**config.mk**
```make
export PLATFORM = sky130hd
export DESIGN_NAME = bcd_mux7seg
export DESIGN_NICKNAME = d
export VERILOG_FILES = /design/src/rtl/bcd_mux7seg.sv
export SDC_FILE = /design/constraint.sdc
export NUM_CORES = 1
export LEC_CHECK = 0
export ABC_AREA = 1
export CAP_MARGIN = 5
export CORE_ASPECT_RATIO = 1.4
export CORE_UTILIZATION = 50
export DETAILED_ROUTE_END_ITERATION = 10
export GPL_ROUTABILITY_DRIVEN = 0
export GPL_TIMING_DRIVEN = 0
export PLACE_DENSITY_LB_ADDON = 0.05
export SYNTH_ARGS = -nofsm -noshare
export SYNTH_HDL_FRONTEND = slang
export SYNTH_SLANG_ARGS = --single-unit
```
**constraint.sdc**
```tcl
create_clock -name clk -period 3.15 [get_ports clk]
set_clock_uncertainty 0.1 [all_clocks]
set_input_delay 0.315 -clock clk [delete_from_list [all_inputs] [get_ports clk]]
set_output_delay 0.315 -clock clk [all_outputs]
set_load 0.05 [all_outputs]
```
**src/rtl/bcd_mux7seg.sv**
```systemverilog
`default_nettype none
// +--------------------------------------------------------------------------+
// | Module   : bcd_mux7seg                                                   |
// | Purpose  : Time-multiplexed seven-segment driver for NDIG packed BCD     |
// |            digits. Each slot opens with an anti-ghosting blank interval; |
// |            inputs are snapshotted once per frame; optional leading-zero  |
// |            blanking. All outputs are registered.                        |
// | Ports    : clk        - clock, rising edge                               |
// |            reset_n    - asynchronous active-low reset                    |
// |            digits     - packed BCD, digit s at [4s+3:4s], 0 = LSD        |
// |            dp_mask    - decimal point enable per digit                   |
// |            lz_blank   - leading-zero blanking enable                     |
// |            seg        - segments a..g on bit0..bit6                      |
// |            dp         - decimal point                                    |
// |            an         - digit enables, an[s] drives slot s               |
// |            frame_tick - one-cycle pulse in the last cycle of a frame     |
// | Revision : 1.0 - initial release                                         |
// +--------------------------------------------------------------------------+
module bcd_mux7seg #(
   parameter int NDIG       = 4,
   parameter int PRESCALE   = 1000,
   parameter int BLANK_CYC  = 50,
   parameter int ACTIVE_LOW = 1
) (
   input  logic              clk,
   input  logic              reset_n,
   input  logic [4*NDIG-1:0] digits,
   input  logic [NDIG-1:0]   dp_mask,
   input  logic              lz_blank,
   output logic [6:0]        seg,
   output logic              dp,
   output logic [NDIG-1:0]   an,
   output logic              frame_tick
);

   localparam int CW = (PRESCALE > 1) ? $clog2(PRESCALE) : 1;
   localparam int SW = $clog2(NDIG);

   localparam logic [CW-1:0]   C_CNT_MAX  = CW'(PRESCALE - 1);
   localparam logic [CW-1:0]   C_BLANK    = CW'(BLANK_CYC);
   localparam logic [SW-1:0]   C_SLOT_MAX = SW'(NDIG - 1);
   localparam logic [6:0]      C_SEG_INV  = (ACTIVE_LOW != 0) ? 7'h7F : 7'h00;
   localparam logic            C_DP_INV   = (ACTIVE_LOW != 0);
   localparam logic [NDIG-1:0] C_AN_INV   = (ACTIVE_LOW != 0) ? {NDIG{1'b1}} : {NDIG{1'b0}};

   // Active-high segment pattern; non-BCD nibbles show a dash.
   function automatic logic [6:0] seg_decode(input logic [3:0] nib);
      logic [6:0] s;
      case (nib)
         4'd0:    s = 7'h3F;
         4'd1:    s = 7'h06;
         4'd2:    s = 7'h5B;
         4'd3:    s = 7'h4F;
         4'd4:    s = 7'h66;
         4'd5:    s = 7'h6D;
         4'd6:    s = 7'h7D;
         4'd7:    s = 7'h07;
         4'd8:    s = 7'h7F;
         4'd9:    s = 7'h6F;
         default: s = 7'h40;
      endcase
      return s;
   endfunction

   logic [CW-1:0]     cnt_q,  cnt_d;
   logic [SW-1:0]     slot_q, slot_d;
   logic [4*NDIG-1:0] dig_q,  dig_d;
   logic [NDIG-1:0]   dpm_q,  dpm_d;
   logic              lz_q,   lz_d;
   logic [6:0]        seg_q,  seg_d;
   logic              dp_q,   dp_d;
   logic [NDIG-1:0]   an_q,   an_d;
   logic              ft_q,   ft_d;

   logic [3:0]        w_nib_arr [NDIG];
   logic [NDIG-1:0]   w_zero_from;   // bit s: digits s..NDIG-1 are all zero
   logic              w_acc;
   logic              w_on;
   logic              w_blank;
   logic              w_dpv;

   for (genvar g = 0; g < NDIG; g++) begin : g_nib
      assign w_nib_arr[g] = dig_q[4*g +: 4];
   end

   always_comb begin
      w_zero_from = '0;
      w_acc       = 1'b1;
      for (int s = NDIG - 1; s >= 0; s--) begin
         w_acc          = w_acc & (w_nib_arr[s] == 4'd0);
         w_zero_from[s] = w_acc;
      end
   end

   // Counters and snapshot next-state.
   always_comb begin
      cnt_d  = cnt_q + 1'b1;
      slot_d = slot_q;
      if (cnt_q == C_CNT_MAX) begin
         cnt_d  = '0;
         slot_d = (slot_q == C_SLOT_MAX) ? '0 : slot_q + 1'b1;
      end
      dig_d = dig_q;
      dpm_d = dpm_q;
      lz_d  = lz_q;
      // Loading here is safe: the cycle after this edge is cnt==1, which is
      // always inside the blank interval.
      if ((slot_q == '0) && (cnt_q == '0)) begin
         dig_d = digits;
         dpm_d = dp_mask;
         lz_d  = lz_blank;
      end
   end

   // Output next-state, evaluated for the state being entered so the
   // registered outputs line up with the current (slot, cnt).
   always_comb begin
      w_on    = (cnt_d >= C_BLANK);
      w_blank = lz_q && (slot_d != '0) && w_zero_from[slot_d];
      w_dpv   = dpm_q[slot_d];
      seg_d   = C_SEG_INV;
      dp_d    = C_DP_INV;
      an_d    = C_AN_INV;
      if (w_on) begin
         if (!w_blank) begin
            seg_d = seg_decode(w_nib_arr[slot_d]) ^ C_SEG_INV;
         end
         dp_d = w_dpv ^ C_DP_INV;
         // A blanked digit still lights its anode when its dp must show.
         if (!w_blank || w_dpv) begin
            an_d = (NDIG'(1) << slot_d) ^ C_AN_INV;
         end
      end
      ft_d = (slot_d == C_SLOT_MAX) && (cnt_d == C_CNT_MAX);
   end

   always_ff @(posedge clk or negedge reset_n) begin
      if (!reset_n) begin
         cnt_q  <= '0;
         slot_q <= '0;
         dig_q  <= '0;
         dpm_q  <= '0;
         lz_q   <= 1'b0;
         seg_q  <= C_SEG_INV;
         dp_q   <= C_DP_INV;
         an_q   <= C_AN_INV;
         ft_q   <= 1'b0;
      end else begin
         cnt_q  <= cnt_d;
         slot_q <= slot_d;
         dig_q  <= dig_d;
         dpm_q  <= dpm_d;
         lz_q   <= lz_d;
         seg_q  <= seg_d;
         dp_q   <= dp_d;
         an_q   <= an_d;
         ft_q   <= ft_d;
      end
   end

   assign seg        = seg_q;
   assign dp         = dp_q;
   assign an         = an_q;
   assign frame_tick = ft_q;

endmodule
`default_nettype wire

```
# After elaboration in Yosys (flattened, before gate mapping)
# Memory sizes are Yosys's and may differ from the RTL's.
# Cells that the tools add are included.
[word_totals] reg_bits=46 romBits=112 inputBits=23 word_cells=57 mem_count=1
[classes] add_sub_neg=2 magnitude_cmp=3 n_eq_ne=4 shift=1 n_mux=17 bitwise_logic=7 n_reduce_logical=13
[memory_table] memory="(name not given)" words=16 word_bits=7 rd=1 rd_ports_with_merged_regs=0 wr=0 line="49" text="case (nib)"
[ops] operator="$mux 7" count=4
[ops] operator="$eq 10x10->1 const B" count=2
[ops] operator="$logic_not 4->1" count=4
[ops] operator="$mux 4" count=4
[ops] operator="$add 10x1->10 const B" count=1
[ops] operator="$ge 10x6->1 const B" count=1
[ops] operator="$logic_not 10->1" count=1
[ops] operator="$mux 10" count=1
[ops] operator="$bmux 4 s2" count=1
[ops] operator="$not 7->7" count=1
[ops] operator="$bmux 1 s2" count=2
[ops] operator="$eq 2x2->1 const B" count=2
[ops] operator="$logic_and 1x1->1" count=4
[ops] operator="$mux 2" count=2
[ops] operator="$not 4->4" count=1
[ops] operator="$shl 1x2->4 const A" count=1
[ops] operator="$and 1x1->1" count=3
[ops] operator="$ge 3x3->1 const B" count=1
[ops] operator="$lt 2x3->1 const B" count=1
[ops] operator="$mux 1" count=3
[ops] operator="$not 2->3" count=1
[ops] operator="$add 2x1->2 const B" count=1
[ops] operator="$logic_not 2->1" count=1
[ops] operator="$reduce_bool 2->1" count=1
[ops] operator="other kinds (3)" count=3

# Depth between registers and ports, before layout
# Gate-level depths: netlist of the first run.
# An unclocked memory read counts as a cell.
[logic_depth] word_depth=13 ltp_mapped=17

# Worst setup path after synthesis of the first run
# No wires, ideal clock.
[synth_path] path_kind="reg2reg" from="reg cnt_q[0]" to="reg seg_q[0], in the netlist seg[0]" setup_time_ns=0.083 arrival_time_ns=2.007 t_required_ns=2.967 path_slack_ns=0.960 path_stages_with_launch=16 n_path_buf=1 path_cell_list="dfrtp_1 ha_1 nand2_2 inv_2 nand4_1 nand2_4 buf_12 nand3_1 nand2_1 nor2_2 inv_1 ha_1 inv_1 nand3_1 nand3_1 nand3_1"
[synth_between] elab_chain_len=12
[synth_lines] item="from (decl)" line="65" text="logic [CW-1:0] cnt_q, cnt_d;"
[synth_lines] item="from (signal assigned)" line="149" text="cnt_q <= cnt_d;"
[synth_lines] item="$eq 10x10->1 (*)" line="99" text="if (cnt_q == C_CNT_MAX) begin"
[synth_lines] item="$mux 2 (*)" line="99"
[synth_lines] item="named net slot_d[0]" line="66" text="logic [SW-1:0] slot_q, slot_d;"
[synth_lines] item="$not 2->3 (not written as such)" line="126" text="seg_d = seg_decode(w_nib_arr[slot_d]) ^ C_SEG_INV;"
[synth_lines] item="$bmux 4 s2" line="126"
[synth_lines] item="$mux 4 (not written as such) (2 in a row)" line="126"
[synth_lines] item="$mem_v2 16x7"
[synth_lines] item="$mux 7" line="125" text="if (!w_blank) begin"
[synth_lines] item="$mux 7" line="124" text="if (w_on) begin"
[synth_lines] item="$not 7->7 (no line)"
[synth_lines] item="$mux 7 (*)" line="125"
[synth_lines] item="$mux 7 (*)" line="124"
[synth_lines] item="named net seg_d[0]" line="70" text="logic [6:0] seg_q, seg_d;"
[synth_lines] item="to (signal assigned)" line="154" text="seg_q <= seg_d;"
[synth_lines] item="to (decl)" line="70"
# The timed path passes the listed nets; every way through them passes the cells marked *. The select of a mux whose other input is x is not followed.
# A chain may end at the register's enable or synchronous reset.

# Final worst setup path of the first run
[layout_path] from="reg cnt_q[1]" to="reg seg_q[3], in the netlist seg[3]"
# The elaborated chain is that of the path after synthesis.

==> metrics.csv, run 1 <==
stage,metric,value,unit
outcome,status,finished clean,
worst_setup_path,critPathTopFamily,simple AND/OR/NAND/NOR gates,
clock_network,cts-root-buf,clkbuf_8,
routing,first_pass_iters,4,
floorplan,die_x,63.3,µm
worst_setup_path,crit_buf_inv,4,
clock_network,clk_pin_slew,90,ps
worst_setup_path,cp_slowest_cell,dfrtp_1,
routing,finalWirelength,4990,µm
global_route,track_usage,0.203,
floorplan,start_util,0.531,
power,power_density,357,nW/µm²
finish,multi_input_area,1270,µm²
floorplan,pin_count,36,
power,cellLeakagePower,1.54,nW
global_route,grt_use_met1,0.245,
finish,utilization,0.645,
global_route,grt_pass1_vias,1898,
synthesis,ys_ff_latch,46,
global_route,antenna_found_initial,0,
worst_setup_path,path_cells,ha_1 -> nand2_2 -> inv_2 -> nand3_4 -> nand2_4 -> nand2_4 -> buf_12 -> nand3_1 -> nand2_1 -> nor2_2 -> inv_1 -> ha_1 -> inv_1 -> nand3_1 -> nand3_1 -> nand3_1,
worst_setup_path,cpPeakStageDelay,430,ps
sta,tightest_slew,501,ps
finish,num_antenna_cells,0,
clock_network,cts_tree,yes,
worst_setup_path,r2r_start,cnt_q[1],
worst_setup_path,endpoint_kind,register,
finish,regArea,1170,µm²
sta,slew_viol_final,0,
finish,postLayoutCellArea,3200,µm²
finish,fillCellCount,448,
finish,synthToLayoutAreaGrowth,21.7,%
sta,setup_violations,0,
worst_setup_path,path_class,register to register,
global_route,busiest_layer,met2,
floorplan,die_h,87.8,µm
global_route,global_route.usage.met3,0.0352,
worst_setup_path,timing.reg2reg.setup_slack,630,ps
sta,fin_crit_sh,0.800,
finish,drive_above_1_share,0.228,
worst_setup_path,critPathRequiredTime,3280,ps
worst_setup_path,critPathMostFrequentCell,nand3_1,
job,cap_violations,0,
worst_setup_path,reg2reg_to,seg[3],
global_route,grt_max_degree,29,
clock_network,clock_latency,300,ps
sta,finalCriticalPeriod,2520,ps
worst_hold_path,hold_path_class,primary input to async pin,
global_route,grt-ovfl-total,0,
place,dp_hpwl,3980,µm
routing,drc,0,
sta,finalSetupTns,0,ps
routing,viasPerCell,5.14,
synthesis,ys_warn_count,0,
place,placed_area,3070,µm²
routing,wl_per_cell,12.3,µm
clock_network,numCtsBuffers,5,
place,dp.cells,397,
worst_setup_path,crit_arrival,2650,ps
routing,detail-route-antenna-nets,0,
floorplan,die_area,5560,µm²
clock_network,cts_setup_buffers,0,
synthesis,postSynthAreaPerCell,8.85,µm²
clock_network,clockBufferDepth,2,
global_route,use_met2,0.358,
routing,drt_iter0_drc,69,
synthesis,synth_cells,297,
synthesis,yosysUniqueCellTypes,28,
power,ir_worst_vdd,0.289,mV
clock_network,clock-sinks,46,
floorplan,std_cell_rows,30,
worst_setup_path,worst_setup_path_start_kind,register,
sta,rsz0062_at_grt,false,
sta,fmax,0.397,GHz
place,io_buffers,35,
synthesis,syn-num-nets,331,
sta,finalHoldViolCount,0,
synthesis,synth_seq_area_share,0.444,
finish,fin_nets,375,
worst_setup_path,path_max_fanout,10,
synthesis,netlist_area,2630,µm²
sta,relSlewSlack,0.665,
clock_network,htreeDepth,2,
routing,via_count,2085,
global_route,grt_pass1_wl,8670,µm
floorplan,core_area,4950,µm²
worst_setup_path,reg2reg_depth,16,
finish,final_cells,406,
==> area by class of cell <==
class / count / area share
buffer: 7 / 0.0203
sequential: 46 / 0.365
inverter: 34 / 0.0399
timing repair buffer: 37 / 0.117
clock buffer: 5 / 0.0215
clock inverter: 3 / 0.0141
tap: 64 / 0.0250
multi-input combinational: 210 / 0.397
==> synthesized netlist by cell type, drive strengths merged <==
cell type	number	share of area
a21oi	3	0.0057
a31oi	1	0.0024
buf	7	0.025
dfrtp	34	0.32
dfstp	12	0.12
ha	11	0.052
inv	34	0.049
mux2	21	0.090
nand2	75	0.13
nand3	49	0.10
nand3b	2	0.0057
nand4	7	0.017
nor2	32	0.061
nor3	3	0.0057
nor4	1	0.0024
o21ai	3	0.0057
xor2	2	0.0067
==> flip-flops by register name, indices dropped and copies added (netlist names) <==
signal / flops
lz_q: 1
an: 4
slot_q: 2
seg: 7
frame_tick: 1
cnt_q: 10
dp: 1
dig_q: 16
dpm_q: 4
==> layout by cell type (no fill, tap or decap), drive strengths merged <==
master,synthesis,routed
nand2,75,75
nand3,49,49
dfrtp,34,34
clkdlybuf4s50,0,34
inv,34,34
nor2,32,32
mux2,21,21
dfstp,12,12
ha,11,11
buf,7,9
nand4,7,7
clkbuf,0,5
a21oi,3,3
nor3,3,3
o21ai,3,3
xor2,2,2
nand3b,2,2
clkinvlp,0,2
a31oi,1,1
nor4,1,1
bufinv,0,1
dlygate4sd3,0,1
==> report_power, final <==
group	switching [mW]	leakage, nW	total (mW)	internal (mW)
registers	0.0111	0.536	0.617	0.606
logic	0.0391	0.957	0.0879	0.0488
clock network	0.202	0.0504	0.438	0.236
==> cells by family (layout without fill, tap and decap cells) <==
| group | after synthesis | in the layout | synth area share |
|---|---|---|---|
| AO/OA/AOI/OAI | 7 | 7 | 0.0138 |
| XOR/XNOR | 2 | 2 | 0.00666 |
| flip-flops | 46 | 46 | 0.444 |
| adder cells (fa/ha/maj) | 11 | 11 | 0.0524 |
| buffers and inverters | 41 | 86 | 0.0733 |
| AND/OR/NAND/NOR | 169 | 169 | 0.320 |
| multiplexers | 21 | 21 | 0.0900 |
==> per-stage QoR <==
stage                     power (mW)  hold slack [ps]  worst slack (ps)
after detailed placement       0.717              189               653
final                           1.14              378               629
after global routing            1.19              424               398
after CTS                       1.16              387               623
after floorplan                0.665            -80.6               960
after global placement         0.712              389               453
==> worst register-to-register path, stage by stage (launching register included) <==
cell,delay [ps]
dfrtp_1,430
ha_1,230
nand2_2,80
inv_2,110
nand3_4,140
nand2_4,110
nand2_4,90
buf_12,160
nand3_1,100
nand2_1,70
nor2_2,230
inv_1,100
ha_1,200
inv_1,40
nand3_1,90
nand3_1,90
nand3_1,60
==> worst max-delay path by stage <==
stage                     cells past startpoint        end  slack, ps     start
final                                        16     seg[3]        630  cnt_q[1]
after CTS                                    16     seg[0]        620  cnt_q[1]
after floorplan                              15     seg[0]        960  cnt_q[0]
after global placement                        1  dig_q[14]        450   reset_n
after global routing                         16     seg[3]        400  cnt_q[1]
after detailed placement                     16     seg[0]        650  cnt_q[1]
==> per-layer routing <==
metal  share of wire  up-vias
met5               0        -
met4           0.022        0
met3           0.032       11
met2            0.53       43
met1            0.42      980
li1                -     1051
==> timing repair <==
| item | in CTS | in global routing |
|---|---|---|
| hold buffers | 1 | 0 |
| gates resized for setup | 0 | 0 |
| setup endpoints to repair | 0 | 0 |
| hold endpoints to repair | 11 | 0 |
Note: power is estimated with default switching activity, not from simulation.
==> inputs of run 2 (changes only) <==
--- a/config.mk
+++ b/config.mk
@@ -8,7 +8,7 @@
 export ABC_AREA = 1
 export CAP_MARGIN = 5
 export CORE_ASPECT_RATIO = 1.4
-export CORE_UTILIZATION = 50
+export CORE_UTILIZATION = 49
 export DETAILED_ROUTE_END_ITERATION = 10
 export GPL_ROUTABILITY_DRIVEN = 0
 export GPL_TIMING_DRIVEN = 0
==> constraint.sdc (replaced) <==
create_clock -name clk -period 2.3 [get_ports clk]
set_clock_uncertainty 0.1 [all_clocks]
set_input_delay 0.23 -clock clk [delete_from_list [all_inputs] [get_ports clk]]
set_output_delay 0.23 -clock clk [all_outputs]
set_load 0.05 [all_outputs]
==> run 2 against run 1 <==
Global-route usage increased by 0.98 points. First-iteration DRC count decreased by 4.3%. Routed wire length increased by 16%. Core utilization increased by 4.8 points. Final cell count increased by 7.6%. Design area increased by 12%. Critical path type unchanged. Critical endpoint is now seg[4].
==> metrics.csv, run 2 (synthesis gave the netlist of run 1 again) <==
stage,metric,value,unit
routing,drc,0,
place,placed_area,3080,µm²
sta,finalCriticalPeriod,2230,ps
finish,postLayoutCellArea,3580,µm²
power,power_density,402,nW/µm²
sta,finalSetupTns,0,ps
floorplan,die_h,88.7,µm
routing,finalWirelength,5780,µm
sta,relSlewSlack,0.654,
routing,drt_iter0_drc,66,
power,cellLeakagePower,1.70,nW
power,netSwitchingFraction,0.226,
power,internal_power,1.11,mW
clock_network,clock-sinks,46,
worst_setup_path,endpoint_kind,register,
sta,finalHoldViolCount,0,
global_route,grt_pass1_wl,9200,µm
global_route,track_usage,0.213,
sta,fin_crit_sh,0.970,
place,dp_slack,-242,ps
finish,fin_nets,404,
worst_setup_path,crit_arrival,2350,ps
routing,via_count,2218,
finish,final_cell_mix,"nand2_1, dfrtp_1, clkdlybuf4s50_1, nand3_1, buf_4",
clock_network,clk_pin_slew,80,ps
clock_network,htreeDepth,2,
global_route,grt_max_degree,26,
finish,mostFrequentLayoutCell,nand2_1,
worst_setup_path,path_max_fanout,8,
finish,fillCellCount,418,
worst_setup_path,reg2reg_depth,15,
sta,slew_viol_final,0,
floorplan,core_area,5160,µm²
sta,setup_ws,68.2,ps
place,dp.cells,399,
sta,fmax,0.448,GHz
finish,largest_reg_flops,16,
sta,rsz0062_at_grt,true,
worst_setup_path,r2r_start,cnt_q[4],
clock_network,cts-root-buf,clkbuf_8,
power,seq_power_share,0.589,
global_route,grt-ovfl-total,0,
routing,viasPerCell,5.08,
finish,drive_above_1_share,0.372,
finish,top_register,dig_q,
power,ir_worst_vdd,0.297,mV
worst_setup_path,worst_setup_path_start_kind,register,
power,clockPowerShare,0.317,
sta,hold_ws,336,ps
worst_setup_path,path_class,register to register,
sta,tightest_slew,519,ps
worst_setup_path,critPathRequiredTime,2420,ps
finish,multi_input_area,1450,µm²
worst_setup_path,timing.reg2reg.setup_slack,70,ps
clock_network,clock_latency,290,ps
floorplan,die_x,63.9,µm
global_route,antenna_found_initial,0,
place,io_buffers,35,
worst_hold_path,hold_path_class,primary input to async pin,
clock_network,numCtsBuffers,5,
outcome,status,finished clean,
place,dp_hpwl,4070,µm
floorplan,std_cell_rows,31,
global_route,grt_pass1_vias,2064,
routing,first_pass_iters,4,
floorplan,die_area,5670,µm²
power,p_sw,0.324,mW
finish,utilization,0.693,
power,total_power,1.44,mW
sta,setup_violations,0,
job,cap_violations,0,
routing,wl_per_cell,13.2,µm
floorplan,start_util,0.510,
finish,synthToLayoutAreaGrowth,36.1,%
clock_network,clockBufferDepth,2,
worst_setup_path,reg2reg_to,seg[4],
finish,num_antenna_cells,0,
routing,detail-route-antenna-nets,0,
power,p_comb_frac,0.094,
floorplan,pin_count,36,
clock_network,cts_tree,yes,
finish,final_cells,437,
finish,regArea,1170,µm²
[run 2: what timing repair did]
item / CTS / global route
hold endpoints to repair: 14 / 0
endpoints found under the setup margin: 7 / 7
hold buffers: 1 / 0
pin swaps: 5 / 17
buffers inserted: 10 / 19
resized for setup: 4 / 41
[run 2: how the worst max path moves through the flow]
stage / cells after the start / end / slack [ps] / from
after floorplan: 15 / seg[0] / 110 / cnt_q[0]
after global placement: 1 / dig_q[13] / -340 / reset_n
after detailed placement: 16 / seg[0] / -240 / cnt_q[1]
after CTS: 15 / seg[0] / 4 / cnt_q[0]
after global routing: 15 / seg[4] / -110 / cnt_q[4]
final: 15 / seg[4] / 70 / cnt_q[4]
[run 2: layer usage]
| metal | wire length [µm] | vias up | GRT usage |
|---|---|---|---|
| li1 | - | 1113 | - |
| met1 | 2290 | 1043 | 0.243 |
| met2 | 3180 | 46 | 0.394 |
| met3 | 146 | 16 | 0.0348 |
| met4 | 169 | 0 | 0.0847 |
| met5 | 0 | - | 0 |
[run 2: power groups by stage]
stage               combinational (mW)  clock [mW]  sequential, mW
floorplan                       0.0563           0           0.855
global placement                 0.116           0           0.860
detailed placement               0.122           0           0.860
CTS                              0.124       0.479           0.845
global route                     0.152       0.513           0.850
finish                           0.135       0.456           0.847
[run 2: area by class of cell]
cell class,instances,area share
timing repair buffer,66,0.168
tap,66,0.0231
buffer,7,0.0203
multi-input combinational,210,0.404
sequential,46,0.326
clock inverter,2,0.00280
clock buffer,6,0.0203
inverter,34,0.0357
[run 2: worst max-delay path: stages, from the launching register on]
cell and delay (ps):
dfrtp_1 370, buf_6 130, inv_2 70, nand2_1 70
nor2_2 170, nand3_2 100, buf_4 150, nand2_2 70
nand2_4 100, nand3_2 80, nand2_2 70, nor2_4 180
ha_1 190, nand3_2 90, a21oi_2 150, nand2_1 70
==> inputs of run 3 (changes only) <==
--- a/config.mk
+++ b/config.mk
@@ -16,3 +16,4 @@
 export SYNTH_ARGS = -nofsm -noshare
 export SYNTH_HDL_FRONTEND = slang
 export SYNTH_SLANG_ARGS = --single-unit
+export TNS_END_PERCENT = 50
==> results of run 3 <==
No change in the layout: final DEF, timing and power equal those of run 2.
==> patch 1: new RTL, settings of run 1 <==
The parameter `NDIG` goes from 4 to 2.
--- a/src/rtl/bcd_mux7seg.sv
+++ b/src/rtl/bcd_mux7seg.sv
@@ -18,5 +18,5 @@
 // +--------------------------------------------------------------------------+
 module bcd_mux7seg #(
-   parameter int NDIG       = 4,
+   parameter int NDIG       = 2,
    parameter int PRESCALE   = 1000,
    parameter int BLANK_CYC  = 50,
Interface: changed (resized an, digits and dp_mask); port bits go from 36 to 24. No check against the original RTL was run, so the function may have changed too.
==> patch 1 against run 1 <==
Die area shrank 28%. Total power shrank 30%. Routed wire length shrank 28%. Setup slack gained 190 ps. Non-clock buffer count shrank 18. Sequential cell count shrank 13. Area after synthesis shrank 29%. Design area shrank 30%. Sequential share of layout area grew 1.1 points. Critical endpoint unchanged.
==> patch 1: results <==
group,metric,value,unit
power_and_ir_drop,power_density,358,nW/um^2
routing,drt_iter0_drc,28,
routing,drt_wl_total,3570,microns
placed_design,cell_area_reported_after_detailed_placement,2140,sq um
outcome,outcome,"finished clean",
finish,largest_reg_flops,10,
setup_path,critPathArrivalTime,2450,ps
clock_network,ctsResizeCount,0,
power_and_ir_drop,vdd.ir_drop.worst,0.318,mV
finish,antenna-diode-count,0,
setup_path,regToRegSetupSlack,820,ps
setup_path,reg2regPathDepth,12,
global_route,first_pass_grt_wire_length,6110,microns
synthesis,synth.cells.most_frequent,"sky130_fd_sc_hd__nand2_1 (49), sky130_fd_sc_hd__inv_1 (45), sky130_fd_sc_hd__nand3_1 (25)",
placed_design,dp_hpwl,2820,microns
global_route,grt_pass1_vias,1483,
global_route,pin_count_of_the_biggest_net_entering_global_routing,34,
clock_network,clk_pin_slew_worst_paths,70,ps
synthesis,postSynthNetCount,247,
synthesis,post_synth_main_area_contributors,"sky130_fd_sc_hd__dfrtp_1 (31%), sky130_fd_sc_hd__dfstp_2 (14%), sky130_fd_sc_hd__nand2_1 (9.9%), sky130_fd_sc_hd__inv_1 (9.1%), sky130_fd_sc_hd__nand3_1 (6.7%)",
finish,drive_gt1_share,16.3,%
setup_path,origin_of_the_worst_setup_path,"cnt_q[1]",
hold_path,worstHoldPathType,"reg -> reg",
finish,fillCellCount,326,
clock_network,clock_tree.htree_level_count,2,
placed_design,pre_cts_slack,828,ps
synthesis,synth_cell_type_count,27,
finish,final_net_count,278,
power_and_ir_drop,cellLeakagePower,1.17,nW
sta,clock.fmax,0.429,GHz
placed_design,port_buffers,23,
synthesis,ys_seq_elements,33,
setup_path,largest_fanout_on_the_critical_path,5,
routing,num_vias,1497,
sta,timing.slew.headroom,53.3,%
global_route,total_routing_usage_gr,21.9,%
finish,largest_register,"cnt_q",
synthesis,synth_seq_area_share,45.0,%
setup_path,worst_path_largest_cell_delay,410,ps
==> patch 1: changes by cell type in the layout (fill, tap and decap cells not counted), moves of 11 or more <==
cell	run 1	this run
sky130_fd_sc_hd__clkdlybuf4s50_1	34	22
sky130_fd_sc_hd__dfrtp_1	34	23
sky130_fd_sc_hd__inv_1	29	45
sky130_fd_sc_hd__mux2_2	21	0
sky130_fd_sc_hd__nand2_1	62	49
sky130_fd_sc_hd__nand3_1	45	25
sky130_fd_sc_hd__nor2_1	26	6
==> patch 1: report_power, final <==
part / leakage (nW) / internal [W] / switching (W)
logic: 0.742 / 0.0000290 / 0.0000346
registers: 0.384 / 0.000433 / 0.00000485
clock network: 0.0450 / 0.000153 / 0.000146
total: 1.17 / 0.000615 / 0.000185
==> patch 1: worst min path at each step <==
stage                  start  endpoint  slack, ps
floorplan            reset_n  cnt_q[0]        -80
detailed placement   reset_n  cnt_q[7]        310
CTS                 dig_q[5]  dig_q[5]        390
global route        dpm_q[1]     an[1]        420
global placement    dig_q[5]  dig_q[5]        370
finish              dig_q[5]  dig_q[5]        390
==> patch 1: cell type report <==
type                            instances  share of cell area [%]
Buffer                                  2                   0.337
Clock buffer                            6                    3.25
Clock inverter                          2                   0.449
Inverter                               47                    7.91
Multi-Input combinational cell        143                    37.7
Sequential cell                        33                    37.6
Tap cell                               40                    2.24
Timing Repair Buffer                   24                    10.5
==> patch 1: per-layer routing <==
metal  part of all wire, %  wire length, microns  global-route usage, %  vias up
met5                     0                     0                      0        -
met4                   2.1                    76                   11.4        0
met3                   2.3                    83                   4.91        9
met2                    54                  1930                   40.0       28
met1                    41                  1480                   22.4      687
li1                      -                     -                      -      773
==> patch 1: cells by family (layout without fill, tap and decap cells) <==
kind of cell,Yosys count,count (layout),synth area share [%]
AND/OR/NAND/NOR,117,117,33.8
buffers and inverters,49,81,9.87
flip-flops,33,33,45.0
AO/OA/AOI/OAI,16,16,4.84
adder cells (fa/ha/maj),9,9,6.04
XOR/XNOR,1,1,0.470
==> patch 1: worst max-delay path, delay by kind of cell (launching register included) <==
family,cells,cell delay [ps]
flops,1,410
buf+inv,1,100
simple gates,9,1090
fa+ha+maj,2,550
==> patch 1: per-stage QoR <==
stage          instances  total power, W
6_report             297        0.000800
2_1_floorplan        225        0.000478
3_3_place_gp         288        0.000509
5_1_grt              297        0.000845
3_5_place_dp         288        0.000509
4_1_cts              297        0.000814
==> patch 2: new RTL, settings of run 1 <==
Without the edit above. Register the output `seg` once more; this adds one clock of latency there. The other outputs are not delayed to match.
--- a/src/rtl/bcd_mux7seg.sv
+++ b/src/rtl/bcd_mux7seg.sv
@@ -159,5 +159,7 @@
    end
 
-   assign seg        = seg_q;
+   always_ff @(posedge clk) begin
+      seg <= seg_q;
+   end
    assign dp         = dp_q;
    assign an         = an_q;
Function: no difference found for any inputs over 10 cycles, from zero or initial values and one cycle with reset_n low; that may be too few to reach the edited logic, so the function may still have changed.
==> patch 2 against run 1 <==
Design area increased by 3.2%. Area after synthesis increased by 3.8%. Total power increased by 8.7%. Sequential share of layout area increased by 3.1 points. Via count about the same. Sequential power increased by 14%. Setup slack got worse by 210 ps. Sequential cell count increased by 7. Routed wire length increased by 1.8%. Combinational power increased by 2.8%. Critical path type unchanged. Highest routed layer unchanged.
==> patch 2: results <==
group,metric,value,unit
finish,buffering_overhead,12.9,%
finish,multiInputCombCellCount,214,
routing,vias_per_cell,5.02,
finish,layout.clock.cell_area_share,3.45,%
synthesis,post_synth_mux_area_share,8.67,%
global_route,grt_util_met2,39.1,%
finish,multi_input_gate_share_of_total_cell_area,38.0,%
routing,num_vias,2084,
power_and_ir_drop,vdd.ir_drop.worst,0.319,mV
global_route,total_routing_usage_gr,20.5,%
synthesis,post_synth_main_area_contributors,"sky130_fd_sc_hd__dfrtp_1 (31%), sky130_fd_sc_hd__dfstp_2 (12%), sky130_fd_sc_hd__nand2_1 (10%), sky130_fd_sc_hd__mux2_2 (8.7%), sky130_fd_sc_hd__nand3_1 (8.4%)",
finish,finish.utilization,63.5,%
finish,non_clock_inverter_count,31,
synthesis,share_of_the_synthesized_area_in_compound_gates_ao_oa_aoi_oai,1.10,%
global_route,first_pass_grt_wire_length,8980,microns
outcome,outcome,"finished clean",
finish,drive_gt1_share,20.6,%
setup_path,regToRegSetupSlack,420,ps
power_and_ir_drop,swShare,23.0,%
sta,final.period_utilization,86.8,%
placed_design,pre_cts_slack,402,ps
setup_path,r2r-end,"seg_q[3]",
power_and_ir_drop,power_report.internal_total,0.000956,W
synthesis,yosys.area_share.xor_xnor,0,%
synthesis,ys_seq_elements,53,
global_route,met1_usage,22.3,%
synthesis,yosys.area_share.adder,5.04,%
finish,buffers,43,
routing,drt_wl_total,5080,microns
==> patch 2: cell types whose count changed after synthesis, moves of 3 or more <==
cell,change
sky130_fd_sc_hd__dfxtp_1,+7
sky130_fd_sc_hd__nor2_1,-3
sky130_fd_sc_hd__nand2_1,+13
sky130_fd_sc_hd__inv_2,-3
==> patch 2: how the worst min path moves through the flow <==
| stage | from | endpoint | slack (ps) | cells past startpoint |
|---|---|---|---|---|
| global route | seg_q[5] | seg[5] | 310 | 0 |
| detailed placement | reset_n | cnt_q[1] | 210 | 1 |
| finish | seg_q[5] | seg[5] | 300 | 0 |
| floorplan | reset_n | cnt_q[0] | -80 | 0 |
| CTS | seg_q[5] | seg[5] | 300 | 0 |
| global placement | seg_q[0] | seg[0] | 290 | 0 |
==> patch 2: what timing repair did <==
item,4_1_cts,5_1_grt
setup endpoints to repair,0,0
hold endpoints to repair,13,0
hold buffers,1,0
==> patch 2: worst reg2reg max path: stages, from the launching register on <==
cell,delay (ps)
sky130_fd_sc_hd__dfrtp_1,530
sky130_fd_sc_hd__ha_1,270
sky130_fd_sc_hd__nand2_4,100
sky130_fd_sc_hd__nor2_8,160
sky130_fd_sc_hd__nand3_4,160
sky130_fd_sc_hd__nand2_2,110
sky130_fd_sc_hd__nand2_2,90
sky130_fd_sc_hd__buf_6,160
sky130_fd_sc_hd__nand3_1,80
sky130_fd_sc_hd__nand2_1,60
sky130_fd_sc_hd__nor2_2,220
sky130_fd_sc_hd__inv_1,110
sky130_fd_sc_hd__ha_1,200
sky130_fd_sc_hd__inv_1,50
sky130_fd_sc_hd__nand3_1,90
sky130_fd_sc_hd__nand3_1,90
sky130_fd_sc_hd__nand3_1,90
==> patch 2: metal layers <==
metal	vias up	wire, microns
met1	966	2070
met2	36	2770
met4	0	129
met3	10	104
li1	1072	-
met5	-	0
